<file path="src/rtl/spi_target.sv">
// SPI mode-0 target with a single-entry TX buffer, CS-framed FSM and status strobes.
// Optional end-of-transaction interrupt: define SPI_TARGET_IRQ_EN to enable irq_o.
module spi_target #(
    parameter logic [7:0] TX_DUMMY = 8'hFF
) (
    input  logic       clk_i,
    input  logic       rstn_i,
    input  logic       spi_clk_i,
    input  logic       spi_csn_i,
    input  logic       spi_sdi_i,
    output logic       spi_sdo_o,
    output logic       spi_sdo_en_o,
    input  logic [7:0] tx_data_i,
    input  logic       tx_valid_i,
    output logic       tx_ready_o,
    output logic [7:0] rx_data_o,
    output logic       rx_valid_o,
    output logic       tx_underrun_o,
    output logic       abort_o,
    output logic       irq_o
);

    typedef enum logic [1:0] {IDLE, ARMED, ACTIVE} state_e;

    state_e     state_q, state_d;
    logic [2:0] sck_sync_q, sck_sync_d;
    logic [2:0] csn_sync_q, csn_sync_d;
    logic [1:0] sdi_sync_q, sdi_sync_d;
    logic [7:0] buf_q, buf_d;
    logic       buf_full_q, buf_full_d;
    logic       tx_ready_q, tx_ready_d;
    logic [7:0] tx_shift_q, tx_shift_d;
    logic [7:0] rx_shift_q, rx_shift_d;
    logic [2:0] cnt_q, cnt_d;
    logic       byte_done_q, byte_done_d;
    logic [7:0] rx_data_q, rx_data_d;
    logic       rx_valid_q, rx_valid_d;
    logic       underrun_q, underrun_d;
    logic       abort_q, abort_d;
    logic       sdo_en_q, sdo_en_d;
    logic       sck_rise, sck_fall, cs_rise, cs_fall, csn_s;
    logic       load, tx_write;
`ifdef SPI_TARGET_IRQ_EN
    logic       irq_q, irq_d;
`endif

    // Bit 1 is the synchronized level, bit 2 the delayed copy for edge detection.
    assign sck_rise = sck_sync_q[1] & ~sck_sync_q[2];
    assign sck_fall = ~sck_sync_q[1] & sck_sync_q[2];
    assign cs_rise  = csn_sync_q[1] & ~csn_sync_q[2];
    assign cs_fall  = ~csn_sync_q[1] & csn_sync_q[2];
    assign csn_s    = csn_sync_q[1];
    assign tx_write = tx_valid_i & tx_ready_q;

    always_comb begin
        state_d     = state_q;
        sck_sync_d  = {sck_sync_q[1:0], spi_clk_i};
        csn_sync_d  = {csn_sync_q[1:0], spi_csn_i};
        sdi_sync_d  = {sdi_sync_q[0], spi_sdi_i};
        buf_d       = buf_q;
        buf_full_d  = buf_full_q;
        tx_shift_d  = tx_shift_q;
        rx_shift_d  = rx_shift_q;
        cnt_d       = cnt_q;
        byte_done_d = byte_done_q;
        rx_data_d   = rx_data_q;
        rx_valid_d  = 1'b0;
        underrun_d  = 1'b0;
        abort_d     = 1'b0;
        load        = 1'b0;
`ifdef SPI_TARGET_IRQ_EN
        irq_d       = 1'b0;
`endif

        case (state_q)
            IDLE: begin
                if (csn_s) state_d = ARMED;
            end
            ARMED: begin
                if (cs_fall) begin
                    state_d     = ACTIVE;
                    load        = 1'b1;
                    cnt_d       = 3'd0;
                    byte_done_d = 1'b0;
                    rx_shift_d  = 8'h00;
                end
            end
            ACTIVE: begin
                if (cs_rise) begin
                    state_d = ARMED;
                    abort_d = (cnt_q != 3'd0);
`ifdef SPI_TARGET_IRQ_EN
                    irq_d   = 1'b1;
`endif
                end else if (sck_rise) begin
                    rx_shift_d = {rx_shift_q[6:0], sdi_sync_q[1]};
                    cnt_d      = cnt_q + 3'd1;
                    if (cnt_q == 3'd7) begin
                        rx_data_d   = rx_shift_d;
                        rx_valid_d  = 1'b1;
                        byte_done_d = 1'b1;
                    end
                end else if (sck_fall) begin
                    if (byte_done_q) begin
                        load        = 1'b1;
                        byte_done_d = 1'b0;
                    end else begin
                        tx_shift_d = {tx_shift_q[6:0], 1'b0};
                    end
                end
            end
            default: state_d = IDLE;
        endcase

        if (load) begin
            if (buf_full_q) begin
                tx_shift_d = buf_q;
                buf_full_d = 1'b0;
            end else begin
                tx_shift_d = TX_DUMMY;
                underrun_d = 1'b1;
            end
        end

        // A write in the same cycle as a load lands after it, so it waits for the next load.
        if (tx_write) begin
            buf_d      = tx_data_i;
            buf_full_d = 1'b1;
        end

        tx_ready_d = ~buf_full_d;
        sdo_en_d   = (state_d == ACTIVE);
    end

    always_ff @(posedge clk_i) begin
        if (!rstn_i) begin
            state_q     <= IDLE;
            sck_sync_q  <= 3'd0;
            csn_sync_q  <= 3'd0;
            sdi_sync_q  <= 2'd0;
            buf_q       <= 8'h00;
            buf_full_q  <= 1'b0;
            tx_ready_q  <= 1'b0;
            tx_shift_q  <= 8'h00;
            rx_shift_q  <= 8'h00;
            cnt_q       <= 3'd0;
            byte_done_q <= 1'b0;
            rx_data_q   <= 8'h00;
            rx_valid_q  <= 1'b0;
            underrun_q  <= 1'b0;
            abort_q     <= 1'b0;
            sdo_en_q    <= 1'b0;
        end else begin
            state_q     <= state_d;
            sck_sync_q  <= sck_sync_d;
            csn_sync_q  <= csn_sync_d;
            sdi_sync_q  <= sdi_sync_d;
            buf_q       <= buf_d;
            buf_full_q  <= buf_full_d;
            tx_ready_q  <= tx_ready_d;
            tx_shift_q  <= tx_shift_d;
            rx_shift_q  <= rx_shift_d;
            cnt_q       <= cnt_d;
            byte_done_q <= byte_done_d;
            rx_data_q   <= rx_data_d;
            rx_valid_q  <= rx_valid_d;
            underrun_q  <= underrun_d;
            abort_q     <= abort_d;
            sdo_en_q    <= sdo_en_d;
        end
    end

`ifdef SPI_TARGET_IRQ_EN
    always_ff @(posedge clk_i) begin
        if (!rstn_i) irq_q <= 1'b0;
        else         irq_q <= irq_d;
    end
    assign irq_o = irq_q;
`else
    assign irq_o = 1'b0;
`endif

    assign spi_sdo_o     = tx_shift_q[7];
    assign spi_sdo_en_o  = sdo_en_q;
    assign tx_ready_o    = tx_ready_q;
    assign rx_data_o     = rx_data_q;
    assign rx_valid_o    = rx_valid_q;
    assign tx_underrun_o = underrun_q;
    assign abort_o       = abort_q;

endmodule

</file>
<file path="config.mk">
export PLATFORM = sky130hd
export DESIGN_NAME = spi_target
export DESIGN_NICKNAME = d
export VERILOG_FILES = /design/src/rtl/spi_target.sv
export SDC_FILE = /design/constraint.sdc
export NUM_CORES = 1
export LEC_CHECK = 0
export CAP_MARGIN = 0
export CORE_ASPECT_RATIO = 1.1
export CORE_MARGIN = 5
export CORE_UTILIZATION = 37
export CTS_CLUSTER_DIAMETER = 50
export DETAILED_ROUTE_END_ITERATION = 10
export PLACE_DENSITY = 0.62
export SLEW_MARGIN = 20
export SYNTH_ARGS = -nofsm -noshare
export SYNTH_HDL_FRONTEND = slang
export SYNTH_SLANG_ARGS = --single-unit
</file>
<file path="constraint.sdc">
create_clock -name clk_i -period 4.2 [get_ports clk_i]
set_input_delay 1.26 -clock clk_i [delete_from_list [all_inputs] [get_ports clk_i]]
set_output_delay 1.26 -clock clk_i [all_outputs]
set_load 0.1 [all_outputs]
</file>
After elaboration in Yosys (flattened, before gate mapping)
Index checks and enable logic that the tools add are counted.

word-level totals
  bits in registers = 51
  latch bits = 0
  RAM bits = 0
  ROM bits = 0
  memories = 0

operators by class
  add/sub/neg operators = 1
  multipliers = 0
  divide/modulo/power cells = 0
  magnitude comparators = 0
  equality and inequality tests = 12
  shifts and indexed selects = 0
  mux-type cells = 35
  bitwise logic cells = 14
  reduce and logical (&&, ||, !) cells = 12

operator list
  kind                                                                      count
  8-bit two-way mux                                                         7
  7-bit two-way mux                                                         3
  1-bit two-way mux                                                         14
  7-bit case mux with 2 select lines                                        1
  5-bit AND reduction                                                       2
  3-bit two-way mux                                                         3
  1-bit inverter                                                            9
  4-bit AND reduction                                                       2
  2-bit two-way mux                                                         3
  2-bit by 1-bit inequality test with 1-bit output (second input constant)  3
  2-bit inequality test (second input constant)                             3
  3-bit inequality test (second input constant)                             2
  2-bit case mux with 3 select lines                                        1
  3-bit case mux with 2 select lines                                        1
  2-bit nonzero test                                                        3
  1-bit AND                                                                 5
  2-bit equality test (second input constant)                               2
  1-bit case mux with 2 select lines                                        2
  4-bit OR reduction                                                        1
  3-bit by 1-bit adder with 3-bit output (second input constant)            1
  3-bit equality test (second input constant)                               1
  3-bit AND reduction                                                       1
  3-bit nonzero test                                                        1
  2-bit by 1-bit equality test with 1-bit output (second input constant)    1
  other kinds (2)                                                           2

Logic depth before layout (Yosys ltp)
  depth in word-level cells = 9
  depth in mapped cells = 9
  gate-level depth less buffers = 7

Least setup slack after synthesis
No wires, ideal clock.

  kind = reg-to-output
  from = reg tx_ready_q, in the netlist tx_ready_o
  to = out tx_ready_o
  arrival time = 0.934 ns
  required time = 2.940 ns
  slack = 2.006 ns
  stages on the path, launching flop included = 1
  buffers on the path = 0
  cell sequence = dfxtp_1

RTL lines
  element                 RTL line  text
  from (decl)             31        logic tx_ready_q, tx_ready_d;
  from (signal assigned)  160       tx_ready_q <= tx_ready_d;
  to (decl)               15        output logic tx_ready_o,

No word-level cell between the ends.

Worst setup path in the final report
  from = reg tx_shift_q[7]
  to = out spi_sdo_o

RTL lines
  element                 RTL line  text
  from (decl)             32        logic [7:0] tx_shift_q, tx_shift_d;
  from (signal assigned)  161       tx_shift_q <= tx_shift_d;
  to (decl)               11        output logic spi_sdo_o,

No word-level cell between the ends.

==> summary.md <==
| Metric | Value |
|---|---|
| Result of the run | complete, no violations |
| Total grt overflow | 0 |
| Commonest cells after routing, fill and taps aside | sky130_fd_sc_hd__dfxtp_1 (51), sky130_fd_sc_hd__clkdlybuf4s50_1 (27), sky130_fd_sc_hd__nor2_1 (26), sky130_fd_sc_hd__a21oi_1 (24), sky130_fd_sc_hd__nand2_1 (22) |
| Layout area overhead | 20.3% |
| Placer Congestion | 0.738 |
| Drt first pass iters | 4 |
| Setup slack of the critical path after layout | 1.16 ns |
| CTS root buffer | sky130_fd_sc_hd__clkbuf_8 |
| Die extent in x | 81.2 um |
| Longest Clk Path Bufs | 2 |
| Routed wire per std cell | 11.7 um |
| Buffers plus inverters on the worst setup path | 1 |
| Power consumption | 0.838 mW |
| Leakage power total | 0.862 nW |
| Dpl hpwl | 2760 um |
| Tcrit/Tclk final | 72.4% |
| Largest driver fanout on the critical path | 2 |
| Signal arrival time at the worst endpoint | 1.78 ns |
| Initial cell density of the core | 38.2% |
| Boundary pin count | 29 |
| Die area | 7170 um^2 |
| Synthesis warning total | 0 |
| Count of pins over their slew limit | 0 |
| Endpoint class of the critical path | output port |
| RSZ-0062 raised after global routing | false |
| Number of maximum-capacitance violations | 0 |
| Worst Hold Margin | 0.439 ns |
| Buffers inserted during post-CTS setup optimization | 0 |
| Count of input and output buffers | 27 |
| Number of register bits inferred by synthesis | 51 |
| Synth async-reset ratio | 0% |
| Fraction of layout instances using a drive strength above 1 | 7.63% |
| CP cell instances | clkdlybuf4s50_1 |
| Number of standard cells after synthesis | 221 |
| CP startpoint kind | flip-flop |
| Hold Crit Class | reg -> reg |
| Drt first-iter violations | 75 |
| Number of resized instances in the post-cts repair step | 0 |
| Required time of the worst setup path | 2.94 ns |
| Total clock sinks | 51 |
| Net count of the mapped netlist | 244 |
| Setup Slack @ Placement | 1.41 ns |
| F_max | 329 MHz |
| Maximum number of pins on one net before global-route repair | 21 |
| Drc violations | 0 |
| Hold buffer count at cts | 0 |
| Syn Std Cell Area | 2060 um^2 |
| Total vias in the final route | 1546 |
| Most frequent standard cell in the layout excluding fill and tap cells | sky130_fd_sc_hd__dfxtp_1 |
| Number of antenna violations at the first check in global routing | 0 |
| Die boundary height | 88.3 um |
| Routed Antenna Nets | 0 |
| Avg Vias per Cell | 4.77 |
| Filler cell count in the final layout | 552 |
| TritonCTS clock tree | yes |
| First-pass GRT wire length | 6490 um |
| Number of global-route vias before repair | 1510 |
| Top delay family on crit path | buffers and inverters |
| Power per standard cell area | 338 nW/um^2 |
| Worst clock skew | 0.00952 ns |
| Post-synthesis average cell area | 9.33 um^2 |
| Slowest Stage Delay on Critical Path | 1.13 ns |
| Number of buffers created by CTS | 5 |
| Global routing usage summed across all routing layers | 11.6% |
| # rows | 28 |
| Actual slew at the worst max-slew pin | 0.984 ns |
| EDFF count, synth | 0 |
| Antenna Diode Count | 0 |
| Htree depth | 2 |
| Cell with the largest stage delay on the worst path | sky130_fd_sc_hd__clkdlybuf4s50_1 |
| Final setup fails | 0 |
| Final Hold Violating Endpoints | 0 |
| Relative max-transition margin | 34.2% |
| WL final | 3800 um |
| Peak ir drop on the vdd network | 198 uV |
| Final min period | 3.04 ns |
| Clock-pin slew on the worst setup and hold paths | 0.09 ns |
| Clock latency on the worst-skew pair | 0.30 ns |
| Summed negative setup slack over all endpoints | 0 ns |
| Area of the placeable core | 5400 um^2 |
| Count of different cell masters after synthesis | 35 |
| Primary FF master, synth | sky130_fd_sc_hd__dfxtp_1 |
| Number of nets at the end of the flow | 271 |
| Fraction of the yosys area taken by sequential cells | 49.5% |
| Category of the most critical setup path | reg -> out |
synthesized netlist by cell type, drive strengths merged, types with 2 or more instances:
library cell   n  area share, %
clkbuf         6            1.1
dfxtp         51             50
a22oi          9            3.3
ha             9            5.5
o21ai         11            3.0
mux2i          8            3.9
o21a           2           0.73
o2bb2ai        7            3.0
nor3           3            1.3
nor2          27            5.0
and2          10            3.0
a21oi         24            5.8
inv           12            2.2
nand2         22            4.0
nand3b         2           0.73
buf            5            2.0
area by class of cell:
class | count | area (um^2) | area share (%)
Timing Repair Buffer | 31 | 300 | 12.1
Clock buffer | 6 | 72.6 | 2.92
Tap cell | 75 | 93.8 | 3.78
Clock inverter | 2 | 16.3 | 0.656
Sequential cell | 51 | 1020 | 41.1
Multi-Input combinational cell | 147 | 932 | 37.6
Inverter | 12 | 45.0 | 1.82
path summary, 6_finish.rpt:
kind                                            startpoint                    endpoint  slack (ns)  cells past startpoint
worst min register to register    sdi_sync_q[0]$_SDFF_PN0_    sdi_sync_q[1]$_SDFF_PN0_        0.44                      1
worst min-delay path              sdi_sync_q[0]$_SDFF_PN0_    sdi_sync_q[1]$_SDFF_PN0_        0.44                      1
worst max register to register       state_q[0]$_SDFF_PN0_  tx_shift_q[7]$_SDFFE_PN0P_        2.18                      7
worst max-delay path            tx_shift_q[7]$_SDFFE_PN0P_                   spi_sdo_o        1.16                      1
flip-flops by register name, indices dropped and copies added (netlist names), 3 cells and up:
signal and count:
buf_q 8, rx_data_o 8, tx_shift_q 8, rx_shift_q 7
cnt_q 3, csn_sync_q 3, sck_sync_q 3
metal layers:
layer	track usage [%]	wire length, um	vias to the layer above
li1	-	-	806
met4	4.76	59	0
met5	0	0	-
met3	3.46	162	6
met1	13.8	1790	708
met2	19.3	1790	26
report_power, final:
group | internal (mW) | total [mW] | switching, mW | leakage [nW]
sequential | 0.492 | 0.497 | 0.00524 | 0.414
combinational | 0.0242 | 0.0605 | 0.0363 | 0.407
clock | 0.120 | 0.280 | 0.160 | 0.0418
logic make-up after synthesis:
kind of cell             synth area share (%)
buffers and inverters                    5.28
multiplexers                             3.88
flip-flops                               49.5
AND/OR/NAND/NOR                          16.7
other                                   0.182
AO/OA/AOI/OAI                            19.0
adder cells (fa/ha/maj)                  5.46
through the flow:
stage,instances,utilization [%],instance area (um^2)
floorplan,221,-,2060
global placement,316,44.3,2390
detailed placement,316,44.3,2390
CTS,324,46.0,2480
global route,324,46.0,2480
finish,324,46.0,2480
No activity file was read; power rests on OpenSTA's default activity.
